File: src/rtl/sum_accumulator.sv
// Multi-operand accumulator: sums p_count unsigned operands from a valid/ready
// stream and offers the total on a second valid/ready handshake.
module sum_accumulator #(
    parameter  int unsigned p_width     = 6,
    parameter  int unsigned p_count     = 4,
    localparam int unsigned p_idx_width = $clog2(p_count),
    localparam int unsigned p_sum_width = p_width + p_idx_width
) (
    input  logic                   i_w_clk,
    input  logic                   i_w_reset,
    input  logic                   i_w_clear,
    input  logic                   i_w_valid,
    output logic                   o_w_ready,
    input  logic [p_width-1:0]     i_w_data,
    output logic                   o_w_valid,
    input  logic                   i_w_ready,
    output logic [p_sum_width-1:0] o_w_sum,
    output logic [p_idx_width-1:0] o_w_index
);

    localparam logic [p_idx_width-1:0] idx_last = p_idx_width'(p_count - 1);

    typedef enum logic {
        ACCUM = 1'b0,
        DONE  = 1'b1
    } state_t;

    state_t                 state_q, state_d;
    logic [p_sum_width-1:0] acc_q, acc_d;
    logic [p_idx_width-1:0] idx_q, idx_d;

    // State, accumulator and operand index registers
    always_ff @(posedge i_w_clk or posedge i_w_reset) begin
        if (i_w_reset) begin
            state_q <= ACCUM;
            acc_q   <= '0;
            idx_q   <= '0;
        end else begin
            state_q <= state_d;
            acc_q   <= acc_d;
            idx_q   <= idx_d;
        end
    end

    // Next-state: clear overrides everything, including a pending transfer
    always_comb begin
        state_d = state_q;
        acc_d   = acc_q;
        idx_d   = idx_q;
        if (i_w_clear) begin
            state_d = ACCUM;
            acc_d   = '0;
            idx_d   = '0;
        end else begin
            case (state_q)
                ACCUM: begin
                    if (i_w_valid) begin
                        acc_d = acc_q + p_sum_width'(i_w_data);
                        if (idx_q == idx_last) begin
                            idx_d   = '0;
                            state_d = DONE;
                        end else begin
                            idx_d = idx_q + p_idx_width'(1);
                        end
                    end
                end
                DONE: begin
                    if (i_w_ready) begin
                        acc_d   = '0;
                        state_d = ACCUM;
                    end
                end
                default: state_d = ACCUM;
            endcase
        end
    end

    // Handshake flags are decoded straight from the state flop
    assign o_w_ready = (state_q == ACCUM);
    assign o_w_valid = (state_q == DONE);
    assign o_w_sum   = acc_q;
    assign o_w_index = idx_q;

endmodule

File: config.mk
export PLATFORM = sky130hd
export DESIGN_NAME = sum_accumulator
export DESIGN_NICKNAME = d
export VERILOG_FILES = /design/src/rtl/sum_accumulator.sv
export SDC_FILE = /design/constraint.sdc
export NUM_CORES = 1
export LEC_CHECK = 0
export ABC_CLOCK_PERIOD_IN_PS = 2900
export BUFFER_PORTS_ARGS = -buffer_cell sky130_fd_sc_hd__buf_2
export CAP_MARGIN = 20
export CORE_MARGIN = 5
export CORE_UTILIZATION = 41
export CTS_CLUSTER_DIAMETER = 60
export CTS_CLUSTER_SIZE = 40
export DETAILED_ROUTE_END_ITERATION = 10
export HOLD_SLACK_MARGIN = 0.12
export PLACE_DENSITY = 0.64
export SYNTH_ARGS = -nofsm -noshare
export SYNTH_HDL_FRONTEND = slang
export SYNTH_SLANG_ARGS = --single-unit
export TNS_END_PERCENT = 30
File: constraint.sdc
create_clock -name i_w_clk -period 2.9 [get_ports i_w_clk]
set_input_delay 0 -clock i_w_clk [delete_from_list [all_inputs] [get_ports i_w_clk]]
set_output_delay 0 -clock i_w_clk [all_outputs]
set_load 0.1 [all_outputs]
Yosys cells after proc, flatten, opt, wreduce, memory -nomap -nowiden
Index checks and enable logic that the tools add are counted.
- flip-flop bits (word level): 11
- bits in latches: 0
- RAM bits: 0
- bits in read-only memories: 0
- bits of input ports: 11
- output and inout port bits: 12
- word-level logic and storage cells: 26
- memories: 0
- add/sub/neg operators: 2
- multipliers: 0
- div/mod/pow operators: 0
- $lt $le $gt $ge: 0
- equal/unequal tests: 4
- shift operators: 0
- mux-type cells: 13
- bitwise operators: 1
- reduce and logical (&&, ||, !) cells: 3
- operators with widths (kind ; number):
    8-bit 2-to-1 mux ; 3
    8-bit one-hot mux with 2 select lines ; 1
    8-bit by 6-bit adder with 8-bit output ; 1
    2-bit 2-to-1 mux ; 4
    3-bit != test, second input constant ; 2
    1-bit 2-to-1 mux ; 4
    2-bit AND reduction ; 2
    2-bit by 1-bit adder with 2-bit output, second input constant ; 1
    2-bit equality test, second input constant ; 1
    2-bit != test, second input constant ; 1
    1-bit one-hot mux with 2 select lines ; 1
    2-bit nonzero test ; 1
    1-bit inverter ; 1

Longest topological paths before layout
Gate-level depths: netlist (run 1).
- word-level depth: 5
- mapped depth: 6
- mapped depth without buffers: 6

Worst setup path before layout (run 1)
Ideal clock, no wire load.
- kind: register -> register
- start point: register acc_q[0], in the netlist o_w_sum[0]
- end point: register acc_q[6], in the netlist o_w_sum[6]
- setup time: 0.080 ns
- arrival: 2.288 ns
- data required time: 2.820 ns
- setup slack: 0.532 ns
- cell stages (with the launch flop): 7
- path buffers: 0
- clock period less this slack: 2.368 ns
- path through: dfrtp_1 > ha_1 > fa_1 > a211oi_1 > nor2_1 > o31ai_1 > mux2i_1
- longest elaborated chain between the ends: 4
- RTL lines (what ; RTL line ; source):
    start, declared ; 29 ; logic [p_sum_width-1:0] acc_q, acc_d;
    start signal, assigned ; 36 ; acc_q <= '0;
    start signal, assigned ; 40 ; acc_q <= acc_d;
    8-bit by 6-bit adder with 8-bit output ; 58 ; acc_d = acc_q + p_sum_width'(i_w_data);
    8-bit 2-to-1 mux ; 57 ; if (i_w_valid) begin
    8-bit one-hot mux with 2 select lines ; 55 ; case (state_q)
    8-bit 2-to-1 mux ; 50 ; if (i_w_clear) begin
No other way between the ends. The select of a mux whose other input is x is not followed.
A chain may end at the register's enable or synchronous reset.

Final worst setup path (run 1)
Ends and elaborated chain as after synthesis.

==> qor.yml, run 1 <==
io_pins: 23
fin_ws_ns: 0.9714
max_cap_violations: 0
drt_pre_antenna_iters: 4
r2r_slack_ns: 0.97
leakagePower_nw: 0.4905
yosysTopAreaCell: "dfrtp_1"
core_area_um2: 1745
power_density_nw_per_um2: 643.3
fmax_mhz: 518.5
cp_top_family: "adder cells"
gp_congestion: 0.8211
cts_made_buffers: 3
row_count: 15
rsz0062_at_grt: "false"
grt_pass1_vias: 662
cts_max_level: 1
vias: 711
initial_core_util_pct: 43.58
critPathMaxFanout: 3
status: "finished, final reports clean"
clk_path_buf_depth: 2
drive_gt1_share_pct: 24.32
die_h_um: 53.08
place_area_um2: 897.1
finalInstanceArea_um2: 963.4
syn_area_per_cell_um2: 9.277
clock_skew_ns: 0.01233
crit_buf_inv: 0
overflow: 0
synth_nets: 101
finalSetupTns_ns: 0
worstHoldStart: "i_w_data[0]"
reg2reg_depth: 6
rr_startpoint: "o_w_sum[0]"
worstMarginPinSlew_ns: 0.4969
worst_hold_slack_ns: 0.1352
drt_iter0_markers: 15
die_w_um: 53.08
ant_nets: 0
cpMaxStageDelayCell: "fa_1"
ys_seq_area_share_pct: 36.18
crit_chain: "ha_1, fa_1, a211oi_1, nor2_1, o31ai_1, mux2i_1"
antenna_cells: 0
clock_sinks: 11
cts_resized: 0
antenna_found_initial: 0
syn_to_final_growth_pct: 26.64
slew_headroom_pct: 67.10
setup_viol: 0
min_path_cells: 4
cts_tree: "yes"
wl_per_cell_um: 13.36
ctsHoldBuffers: 4
syn_inst: 82
nets: 131
wl_mm: 1.817
path_clk_slew_ns: 0.08
synth.area.top_cells: "dfrtp_1, ha_1, nand2_1"
grt_use_total_pct: 15.26
cp_data_arrival_time_ns: 2.13
clkLatencyLatePin_ns: 0.28
syn_area_um2: 760.7
pre_cts_ws_ns: 0.9595
grt_max_degree: 12
fin_crit_ns: 1.929
ir_drop_mv: 0.3093
r2r_end: "o_w_sum[6]"
max_stage_delay_ns: 0.43
dieArea_um2: 2817
drc_errors: 0
ys_warn_count: 0
min_to: "o_w_sum[0]"
worstSetupPathType: "flip-flop to flip-flop"
port_buffers: 22
startpoint_type: "flip-flop"
min_period_over_period_pct: 66.50
dp_hpwl_mm: 1.311
worstPathRequired_ns: 3.11
hold_viol_final: 0
fin_util_pct: 55.20
synth_top_area_share_pct: 36.18
cts_root_buf: "clkbuf_4"
post_cts_buffers: 0
drv_slew: 0
hp-class: "input port to flip-flop"
end_kind: "flip-flop"
viasPerCell: 5.228
ys_types: 25
ys_seq_elements: 11
grt_pass1_wl_mm: 3.008
cp.depth: 6
state kept, by name, summed over array words and instances (netlist names):
signal / flops
o_w_sum: 8
o_w_index: 2
o_w_valid: 1
cells in the final DEF (no fill, tap or decap), types with 3 or more instances in the layout:
cell | synthesis | routed
nor3b_1 | 3 | 3
nor2_1 | 6 | 6
buf_2 | 1 | 22
a21oi_1 | 5 | 5
clkbuf_4 | 0 | 3
o21ai_0 | 8 | 8
dlygate4sd3_1 | 0 | 4
a21o_1 | 3 | 3
dfrtp_1 | 11 | 11
ha_1 | 7 | 7
nand2_1 | 12 | 12
a211oi_1 | 5 | 5
per-stage QoR:
stage / total power [mW] / cells
floorplan: 0.4502 / 82
global placement: 0.5065 / 128
detailed placement: 0.5075 / 128
CTS: 0.6226 / 136
global route: 0.6600 / 136
finish: 0.6198 / 136
cell usage after synthesis, drive strengths merged:
cell type / instances
nor2b: 1
o31ai: 2
inv: 2
ha: 7
nor3: 2
buf: 1
a21oi: 5
dfrtp: 11
a2bb2oi: 1
xnor2: 2
nor2: 7
xor2: 1
mux2i: 2
a31o: 1
o21bai: 1
a21o: 3
fa: 1
or3b: 1
o21ai: 8
nand2: 12
nand2b: 2
nor3b: 3
nor4b: 1
a211oi: 5
final cells by class:
| type | count | area (um^2) |
|---|---|---|
| Fill cell | 174 | 782.0 |
| Multi-Input combinational cell | 68 | 473.0 |
| Sequential cell | 11 | 275.3 |
| Timing Repair Buffer | 26 | 150.1 |
| Tap cell | 25 | 31.28 |
| Clock buffer | 4 | 26.28 |
| Inverter | 2 | 7.507 |
where the power goes:
part,internal [mW],switching (mW)
logic,0.0823,0.237
clock network,0.0533,0.0573
registers,0.173,0.0171
total,0.309,0.311
cells by family (layout without fill, tap and decap cells):
kind of cell               count (synthesis)  count (layout)  synth area share (%)
adders and majority gates                  8               8                 14.14
muxes                                      2               2                 2.632
AOI/OAI and AO/OA                         26              26                 21.71
and+or+nand+nor                           29              29                 20.23
xor gates and xnor gates                   3               3                 3.455
DFF                                       11              11                 36.18
buffers and inverters                      3              32                 1.644
tightest hold or removal path, delay by kind of cell:
family	cells	cell delay (ns)
adders and majority gates	1	0.11
and+or+nand+nor	1	0.04
buffers and inverters	1	0.08
AOI/OAI and AO/OA	1	0.13
how the worst max path moves through the flow:
| stage | startpoint | end | slack, ns |
|---|---|---|---|
| CTS | o_w_sum[0] | o_w_sum[6] | 0.96 |
| finish | o_w_sum[0] | o_w_sum[6] | 0.97 |
| detailed placement | o_w_sum[0] | o_w_sum[6] | 0.96 |
| global route | o_w_sum[0] | o_w_sum[6] | 0.83 |
| floorplan | o_w_sum[0] | o_w_sum[6] | 0.53 |
| global placement | o_w_sum[0] | o_w_sum[6] | 1.02 |
per-layer routing:
| layer | track usage [%] | wire (um) |
|---|---|---|
| met5 | 0 | 0 |
| met3 | 4.225 | 103 |
| met1 | 19.65 | 871 |
| met4 | 7.660 | 21 |
| met2 | 23.14 | 820 |
Note: power is estimated with default switching activity, not from simulation.
==> run 2, diff against run 1 <==
ABC_AREA = 1   (was unset)
ABC_CLOCK_PERIOD_IN_PS = 1900   (was 2900)
clock period = 1.9 ns   (was 2.9 ns; I/O delays follow)
==> run 2 against run 1 <==
  * Non-clock buffer count rose by 1
  * Sequential power rose by 71%
  * Critical path type unchanged
  * First-iteration DRC count fell by 60%
  * Synthesized area rose by 0.16%
  * Count of clock-buffer cells in the layout did not move
  * Register-to-register slack got worse by 0.63 ns
  * Die area rose by 0.13%
  * Combinational power rose by 97%
  * Setup slack got worse by 0.63 ns
  * Clock power rose by 48%
  * Critical endpoint is now o_w_sum[4]
  * Global-route usage fell by 1.2 points
  * Fmax rose by 23%
==> qor.yml, run 2 <==
startpoint_type: "flip-flop"
grt_pass1_vias: 664  # +0.30%
grt_pass1_wl_mm: 2.863  # -4.8%
cp_data_arrival_time_ns: 1.72  # -0.41 ns
dp_hpwl_mm: 1.282  # -2.2%
n_fill_cell: 181  # +4.0%
cts_tree: "yes"
post_cts_buffers: 0  # unchanged
hp-class: "input port to flip-flop"
max_stage_delay_ns: 0.42  # about the same
yosysTopAreaCell: "dfrtp_1"
initial_core_util_pct: 43.66  # +0.072 points
synth_nets: 119  # +18%
clk_path_buf_depth: 2  # unchanged
cpMaxStageDelayCell: "dfrtp_2"
min_period_over_period_pct: 82.29  # +16 points
worstPathRequired_ns: 2.05  # -1.06 ns
syn_inst: 100  # +22%
final_common_cell: "nand2_1"
antenna_found_initial: 0  # unchanged
core_area_um2: 1745  # unchanged
synth_top_area_share_pct: 36.12  # -0.059 points
largest_register_ffs: 8  # unchanged
max_cap_violations: 0  # unchanged
cts_made_buffers: 3  # unchanged
synth_xor_area_share_pct: 3.448  # -0.0057 points
async_flop_share_pct: 100.0  # unchanged
yosys.area_share.simple_pct: 30.21  # +10 points
grt_use_total_pct: 14.06  # -1.2 points
fmax_mhz: 639.6  # +23%
p_total_mw: 1.116  # +80%
cpMostUsedCell: "nand3_1"
overflow: 0  # unchanged
clock_skew_ns: 0.002079  # -0.01025 ns
clkLatencyLatePin_ns: 0.27  # about the same
hold_viol_final: 0  # unchanged
final_cell_mix: "nand2_1, buf_2, inv_1"
syn_to_final_growth_pct: 30.38
antenna_cells: 0  # unchanged
ys_seq_elements: 11  # unchanged
cts_root_buf: "clkbuf_4"
drc_errors: 0  # unchanged
nets: 151  # +15%
cts_max_level: 1  # unchanged
syn_area_per_cell_um2: 7.620  # -18%
wl_per_cell_um: 10.61  # -21%
synth_common_cells: "nand2_1, inv_1, dfrtp_1"
status: "finished, final reports clean"
drt_pre_antenna_iters: 4  # unchanged
place_area_um2: 917.1  # +2.2%
setup_viol: 0  # unchanged
dieArea_um2: 2821  # +0.13%
power_density_nw_per_um2: 1123  # +75%
leakagePower_nw: 0.5548  # +13%
end_kind: "flip-flop"
worstSetupPathType: "flip-flop to flip-flop"
ys.flop_type: "dfrtp_1"
gp_congestion: 0.7909  # -3.7%
drive_gt1_share_pct: 30.53  # +6.2 points
ys_warn_count: 0  # unchanged
synth_top_family_by_area: "simple AND/OR/NAND/NOR gates"
die_h_um: 53.11  # about the same
finalInstanceArea_um2: 993.5  # +3.1%
port_buffers: 22  # unchanged
ant_nets: 0  # unchanged
synthAdderAreaFrac_pct: 14.12  # -0.023 points
vias: 732  # +3.0%
finalSetupTns_ns: 0  # unchanged
synth.area.top_cells: "dfrtp_1, nand2_1, ha_1"
synth.most_common_cell: "nand2_1"
grt_max_degree: 12  # unchanged
path_clk_slew_ns: 0.08  # about the same
worst_hold_slack_ns: 0.1321  # -0.003038 ns
synthMuxAreaShare_pct: 0  # -2.6 points
slew_headroom_pct: 67.59  # +0.49 points
rsz0062_at_grt: "false"
wl_mm: 1.655  # -8.9%
viasPerCell: 4.692  # -10%
synth_compound_area_share_pct: 7.882  # -14 points
row_count: 15  # unchanged
io_pins: 23  # unchanged
fin_crit_ns: 1.564  # -0.3651 ns
critPathMaxFanout: 3  # unchanged
syn_area_um2: 762.0  # +0.16%
ir_drop_mv: 0.9901  # +220%
ys_types: 19  # -24%
clock_sinks: 11  # unchanged
worstMarginPinSlew_ns: 0.4895  # -0.007448 ns
drv_slew: 0  # unchanged
crit_chain: "ha_1, fa_1, nand3_1, nand3_1, xnor2_1, o21ai_1"
ys_seq_area_share_pct: 36.12  # -0.059 points
drt_iter0_markers: 6  # -9
synth-edff-count: 0  # unchanged
die_w_um: 53.11  # about the same
[run 2: cell count changes in the layout (fill, tap and decap cells not counted), sizes merged, moves of 3 or more]
cell	change
nand2	+21
nor3b	-3
a21o	-3
a211oi	-5
nand3	+8
inv	+13
[run 2: worst paths after layout]
kind	startpoint	cells past startpoint	endpoint	slack, ns
min in group asynchronous	i_w_reset	3	o_w_valid	0.26
hold reg to reg	o_w_index[0]	1	o_w_index[0]	0.50
max in group asynchronous	i_w_reset	3	o_w_valid	1.30
setup reg to reg	o_w_sum[0]	6	o_w_sum[4]	0.34
hold / removal	i_w_data[0]	4	o_w_sum[0]	0.13
setup / recovery	o_w_sum[0]	6	o_w_sum[4]	0.34
[run 2: cell families (layout without fill, tap and decap cells)]
logic type | Yosys count | after routing
fa+ha+maj | 8 | 8
xor+xnor | 3 | 3
simple gates | 50 | 50
flops | 11 | 11
buf+inv | 16 | 47
compound gates | 12 | 12
[run 2: per-stage QoR]
stage	util, %	worst slack, ns	instances
after floorplan	-	-0.01802	100
after global placement	52.54	0.3761	147
after global routing	56.92	0.2262	156
after detailed placement	52.54	0.3471	147
after CTS	56.92	0.3271	156
final	56.92	0.3364	156
[run 2: timing repair]
action / CTS / global route
hold buffers: 5 / 0
hold endpoints to repair: 19 / 0
resized for setup: 0 / 0
[run 2: critical path: cells and delay by family (launching register included)]
kind | cells | cell delay [ns]
DFF | 1 | 0.42
xor gates and xnor gates | 1 | 0.14
AOI/OAI and AO/OA | 1 | 0.07
adders and majority gates | 2 | 0.63
and+or+nand+nor | 2 | 0.18
[run 2: per-layer routing]
metal / global-route usage [%] / part of all wire (%)
met3: 3.662 / 5.5
met4: 6.383 / 1.1
met1: 17.68 / 47
met2: 22.31 / 46
met5: 0 / 0
[run 2: layout make-up]
type / instances / area, um^2 / share of cell area [%]
Multi-Input combinational cell: 73 / 424.2 / 42.70
Inverter: 16 / 66.31 / 6.675
Tap cell: 25 / 31.28 / 3.149
Timing Repair Buffer: 27 / 160.2 / 16.12
Sequential cell: 11 / 285.3 / 28.72
Clock buffer: 4 / 26.28 / 2.645
[run 2: power breakdown]
part	internal [mW]	switching, mW	total, mW
clock	0.0812	0.0829	0.164
combinational	0.139	0.490	0.628
sequential	0.282	0.0414	0.324
total	0.502	0.614	1.12
